==> src/rtl/updown_counter_param.sv <==
// Parametrised up/down counter with modulus, variable step, clear/load,
// wrap or saturate at the limits, a terminal-count pulse and a sticky overflow flag.
module updown_counter_param #(
    parameter int WIDTH    = 4,
    parameter int MODULUS  = 2**WIDTH,
    parameter int STEP_W   = 2,
    parameter bit SATURATE = 1'b0
) (
    input  logic              clk,
    input  logic              reset,
    input  logic              en,
    input  logic              upDown,
    input  logic [STEP_W-1:0] step,
    input  logic              clear,
    input  logic              load,
    input  logic [WIDTH-1:0]  load_value,
    output logic [WIDTH-1:0]  count,
    output logic              tc,
    output logic              ovf
);

    // One bit wider than the larger operand, so count + step and
    // count + MODULUS never truncate before the limit compare.
    localparam int CW = ((STEP_W > WIDTH) ? STEP_W : WIDTH) + 1;
    localparam logic [CW-1:0] MAX_C = CW'(MODULUS - 1);
    localparam logic [CW-1:0] MOD_C = CW'(MODULUS);

    logic [CW-1:0]    step_ext;
    logic [CW-1:0]    s_eff;
    logic [CW-1:0]    cnt_ext;
    logic [CW-1:0]    load_ext;
    logic [CW-1:0]    up_sum;
    logic [CW-1:0]    down_wrap;
    logic [WIDTH-1:0] load_clamped;
    logic [WIDTH-1:0] next_count;
    logic             boundary;

    always_comb begin
        // NOTE: every always_comb output gets a default first so no path leaves it unassigned (no latch).
        step_ext     = CW'(step);
        cnt_ext      = CW'(count);
        load_ext     = CW'(load_value);
        s_eff        = (step_ext > MAX_C) ? MAX_C : step_ext;
        up_sum       = cnt_ext + s_eff;
        down_wrap    = cnt_ext + MOD_C - s_eff;
        load_clamped = (load_ext > MAX_C) ? WIDTH'(MAX_C) : load_value;
        next_count   = count;
        boundary     = 1'b0;

        if (upDown) begin
            if (up_sum <= MAX_C) begin
                next_count = WIDTH'(up_sum);
            end else begin
                boundary   = 1'b1;
                next_count = SATURATE ? WIDTH'(MAX_C) : WIDTH'(up_sum - MOD_C);
            end
        end else begin
            if (s_eff <= cnt_ext) begin
                next_count = WIDTH'(cnt_ext - s_eff);
            end else begin
                boundary   = 1'b1;
                next_count = SATURATE ? '0 : WIDTH'(down_wrap);
            end
        end
    end

    // Priority on each edge: clear, then load, then enabled counting.
    always_ff @(posedge clk or posedge reset) begin
        // NOTE: registers use non-blocking assignments so every flop samples pre-edge values.
        if (reset) begin
            count <= '0;
            tc    <= 1'b0;
            ovf   <= 1'b0;
        end else if (clear) begin
            count <= '0;
            tc    <= 1'b0;
            ovf   <= 1'b0;
        end else if (load) begin
            count <= load_clamped;
            tc    <= 1'b0;
        end else if (en) begin
            count <= next_count;
            tc    <= boundary;
            if (boundary) begin
                ovf <= 1'b1;
            end
        end else begin
            tc    <= 1'b0;
        end
    end

endmodule

==> config.mk <==
export PLATFORM = sky130hd
export DESIGN_NAME = updown_counter_param
export DESIGN_NICKNAME = d
export VERILOG_FILES = /design/src/rtl/updown_counter_param.sv
export SDC_FILE = /design/constraint.sdc
export NUM_CORES = 1
export LEC_CHECK = 0
export BUFFER_PORTS_ARGS = -buffer_cell sky130_fd_sc_hd__buf_2
export CAP_MARGIN = 15
export CORE_AREA = 2 2 41 43
export DETAILED_ROUTE_END_ITERATION = 8
export DIE_AREA = 0 0 43 45
export PLACE_DENSITY = 0.62
export REMOVE_ABC_BUFFERS = 1
export SLEW_MARGIN = 20
export SYNTH_ARGS = -nofsm -noshare
export SYNTH_HDL_FRONTEND = slang
export SYNTH_SLANG_ARGS = --single-unit
==> constraint.sdc <==
create_clock -name clk -period 2.3 [get_ports clk]
set_clock_uncertainty 0.2 [all_clocks]
set_input_delay 0.46 -clock clk [delete_from_list [all_inputs] [get_ports clk]]
set_output_delay 0.46 -clock clk [all_outputs]
set_load 0.005 [all_outputs]
* Word level (Yosys, flattened, before mapping)
Cells that the tools add are included.
** Word-level totals
- Flip-flop bits (word level) :: 6
- Input bits :: 12
- Output and inout port bits :: 6
- Logic and storage cells :: 31
** Operators by class
- $add $sub $neg :: 5
- Magnitude comparators :: 2
- Eq/ne operators :: 1
- Muxes and demuxes :: 16
- Reductions and logical operators :: 4
** Operator list (count)
- $mux W4 :: 6
- $mux W1 :: 10
- $sub A4 B2 Y4 :: 2
- $add A4 B2 Y5 :: 1
- $le A5 B4 Y1 const B :: 1
- $add A4 B1 Y4 const B :: 1
- $le A2 B4 Y1 :: 1
- $reduce_bool A2 Y1 :: 2
- $sub A4 B1 Y4 const B :: 1
- $reduce_and A3 Y1 :: 1
- $reduce_bool A3 Y1 :: 1
- $ne A2 B2 Y1 const B :: 1

* Depth between registers and ports, before layout
- Depth in word-level cells :: 8
- Gate-level depth with buffers :: 8
- Mapped depth without buffers :: 8

* Worst setup path before layout
Ideal clock, no wire load.
- Path type :: input -> register
- Start point :: input step[1]
- End point :: register count[3]
- Setup time :: 80 ps
- Arrival :: 1722 ps
- Required time :: 2020 ps
- Setup slack :: 298 ps
- Stages :: 5
- Path buffers :: 0
- Path through :: inv_1 -> ha_1 -> a2111o_1 -> a2111o_1 -> o211ai_2
** Between the ends
- Word-level cells in the longest chain between the ends :: 7
- Elaborated cells on any way between the ends :: 12
- Classes of those cells :: 4 x add/sub; 2 x order compare; 6 x mux
** Ends and longest elaborated chain
- from (decl) :: line 13 : input logic [STEP_W-1:0] step,
- $add A4 B2 Y5 :: line 44 : up_sum = cnt_ext + s_eff;
- $sub A4 B1 Y4 / $le A5 B4 Y1 (equally long branches) :: line 55, 51
- $mux W4 :: line 51 : if (up_sum <= MAX_C) begin
- $mux W4 (*) :: line 50 : if (upDown) begin
- $mux W4 (*) :: line 81 : end else if (en) begin
- $mux W4 (*) :: line 78 : end else if (load) begin
- $mux W4 (*) :: line 74 : end else if (clear) begin
- to (signal assigned) :: line 79 : count <= load_clamped;
- to (signal assigned) :: line 82 : count <= next_count;
- to (decl) :: line 17 : output logic [WIDTH-1:0] count,
Mark *: on every way between the ends. The rest lies on a longest branch, timed or not. The select of a mux whose other input is x is not followed.
A chain may end at the register's enable or synchronous reset.

* Worst setup path after layout
- Start point :: register count[1]
- End point :: register count[3]
** Between the ends
- Word-level cells in the longest chain between the ends :: 7
- Elaborated cells on any way between the ends :: 13
- Classes of those cells :: 5 x add/sub; 2 x order compare; 6 x mux
** Ends and longest elaborated chain
- $add A4 B1 Y4 / $add A4 B2 Y5 (equally long branches) :: line 45, 44
- $sub A4 B2 Y4, or another cell as far along :: line 45 : down_wrap = cnt_ext + MOD_C - s_eff;
- $mux W4 (on tied branches) :: line 58, 51
- $mux W4 (*) :: line 50
- $mux W4 (*) :: line 81
- $mux W4 (*) :: line 78
- $mux W4 (*) :: line 74
Marked as above.

==> summary.md <==
| Metric | Value |
|---|---|
| ANT cells | 0 |
| DR DRC count | 0 |
| Yosys top cell by area | dfrtp_1 |
| Synth cell types | 26 |
| Clock latency at the later pin of the worst-skew pair | 0.24 ns |
| Grt met1 use | 0.175 |
| Total congestion overflow | 0 |
| Initial Util | 0.332 |
| Drt wl/cell | about 11 µm |
| Power consumption | between 0.2 and 0.3 mW |
| CTS Buf Count | 3 |
| Routed vias | between 400 and 500 |
| Post-CTS sizing | 0 |
| Area of the core | about 0.0015 mm² |
| P_sw | 0.0850 mW |
| RSZ-0062 raised after global routing | false |
| Int Power | ~0.21 mW |
| Worst relative slew slack | 0.838 |
| Synthesized cell area | between 400 and 500 µm² |
| Antenna violations before repair | 0 |
| CTS tree | built |
| Global Route Usage Sum | 0.122 |
| Pwr Density | 484 mW/mm² |
| Met2 usage in global routing | 0.161 |
| Maxcap violations | 0 |
| Mean Syn Cell Area | 9.38 µm² |
| DRT Pass-1 Iters | 3 |
| Clk root buf | clkbuf_4 |
| Sw frac | 0.290 |
| Setup CP Type | reg -> reg |
| P_leak | 0.312 nW |
| Setup WS pre-CTS | between 0.09 and 0.1 ns |
| Cells after Synth | 52 |
| Die height | 45 µm |
| Worst hold margin | between 0.2 and 0.3 ns |
| First-pass GRT wire length | between 1500 and 2000 µm |
| Top Usage Layer GRT | met1 |
| Reg2Reg Setup Slack | just under 0.3 ns |
| Final std cells w/o fill | 86 |
| Setup Fix Bufs, Post-CTS | 0 |
| Layout cells sized above 1 | 0.300 |
| Synthesis-to-finish area growth | 24.4% |
| Slew @ Worst Pin | about 0.24 ns |
| Pins Over Slew Limit | 0 |
| Setup crit start kind | flop |
| WP data arrival | just under 2 ns |
| # H-tree levels | 1 |
| Final antenna-violating net count | 0 |
| Gpl congestion | 0.731 |
| CP endpoint kind | flop |
| Number of clock sinks | 6 |
| Layout fillers | approximately 170 |
| Clock-pin slew on the worst setup and hold paths | approximately 0.040 ns |
| IO buf count | 17 |
| Fin area | around 600 µm² |
| Min Clock Period, post-route | 2.00 ns |
| Io pins | 18 |
| Number of global-route vias before repair | between 300 and 400 |
| Comb power frac | 0.259 |
| Status | completed |
| Yosys top cell area share | 0.308 |
| Tcrit/Tclk final | 0.871 |
| Hold Path Class | in -> reg |
| Peak VDD IR | approximately 240 µV |
| Fin util | 0.412 |
| Vias per cell | slightly below 5 |
| Final WL | 987 µm |
| Largest cells by area after synthesis | dfrtp_1 31%, ha_1 10%, fa_1 8.2% |
| Seq pwr share | 0.413 |
| Initial DRC Count | 2 |
| HPWL after DPL | around 780 µm |
| Final nets | 90 |
| # placed instances | about 80 |
| Clk buf depth | 2 |
| GR Layer Usage met3 | 0.0240 |
| Worst path required time | ~2.3 ns |
| Rows | 14 |
| Setup TNS | 0 ns |
| Final setup fails | 0 |
| Total Die Area | ~0.0019 mm² |
| Post-DP Area | roughly 570 µm² |
| Synth Warn # | 0 |
| Max Freq | ~0.5 GHz |
| Clk pwr share | 0.328 |
| Hold violation count in the final report | 0 |
| Setup ws final | between 0.2 and 0.3 ns |
| Worst-path fanout max | 6 |
| Chip width | around 43 µm |
| Largest net degree at the start of global routing | 9 |
| Sequential area share after synthesis | 0.308 |
| #FFs+latches synth | 6 |
timing repair:
action | 4_1_cts | 5_1_grt
endpoints found under the setup margin | 0 | 0
hold buffers | 1 | 0
endpoints found under the hold margin | 6 | 0
sequential cells by signal, summed over array words and instances (netlist names):
register,flops
count,4
ovf,1
tc,1
synth_stat cells:
cell / instances
nand2b_1: 1
dfrtp_1: 6
buf_1: 1
buf_6: 1
mux2i_1: 3
nor2b_1: 1
nand3_1: 1
a2111o_1: 2
a211oi_1: 1
nor4_1: 1
o21ai_1: 1
nand2_1: 2
a21o_1: 1
o211ai_2: 1
fa_1: 2
a21oi_1: 4
nor2_1: 5
nor3b_1: 2
clkbuf_1: 1
inv_1: 6
o21a_1: 1
xnor2_1: 1
ha_1: 4
and2_1: 1
o211ai_1: 1
nand4_1: 1
layer usage:
layer	up-vias	wire length, µm
met5	-	0
met4	0	14
met3	2	45
met2	12	425
met1	187	502
li1	218	-
power by group through the flow:
stage / Combinational, mW / Clock (mW) / Sequential (mW)
CTS: 0.0765 / 0.104 / 0.121
floorplan: 0.0424 / 0 / 0.122
detailed placement: 0.0746 / 0 / 0.123
global route: 0.0880 / 0.113 / 0.122
finish: 0.0760 / 0.0963 / 0.121
global placement: 0.0741 / 0 / 0.123
kinds of logic (layout without fill, tap and decap cells):
| logic type | count (synthesis) | count (layout) | share of synthesized area |
|---|---|---|---|
| xor gates and xnor gates | 1 | 1 | 0.0180 |
| buffers and inverters | 9 | 27 | 0.0846 |
| adders and majority gates | 6 | 6 | 0.185 |
| AOI/OAI and AO/OA | 12 | 12 | 0.185 |
| muxes | 3 | 3 | 0.0615 |
| and+or+nand+nor | 15 | 15 | 0.159 |
| DFF | 6 | 6 | 0.308 |
path summary, 6_finish.rpt:
check,start,end,cells past startpoint
setup reg to reg,count[1],count[3],4
max in group asynchronous,reset,count[3],3
setup / recovery,count[1],count[3],4
min in group asynchronous,reset,count[0],3
hold / removal,load_value[1],count[1],3
hold reg to reg,ovf,ovf,2
worst max-delay path, cell delays in order, from the launching register on:
cell and delay [ns]:
dfrtp_1 0.46, ha_1 0.34, a2111o_1 0.43, a2111o_1 0.43, o211ai_2 0.08
layout make-up:
cell class / count / area, µm² / share of cell area
inverter: 6 / 22.5 / 0.0371
multi-input combinational: 37 / 297 / 0.489
timing repair buffer: 18 / 95.1 / 0.157
tap: 16 / 20.0 / 0.0330
clock buffer: 3 / 22.5 / 0.0371
sequential: 6 / 150 / 0.247
cells in the final DEF (no fill, tap or decap):
cell type	instances
a2111o_1	2
a211oi_1	1
a21o_1	1
a21oi_1	4
and2_1	1
buf_2	17
clkbuf_4	3
dfrtp_1	6
dlygate4sd3_1	1
fa_1	2
ha_1	4
inv_1	6
mux2i_1	3
nand2_1	2
nand2b_1	1
nand3_1	1
nand4_1	1
nor2_1	5
nor2b_1	1
nor3b_1	2
nor4_1	1
o211ai_1	1
o211ai_2	1
o21a_1	1
o21ai_1	1
xnor2_1	1
(Power assumes the default switching activity.)
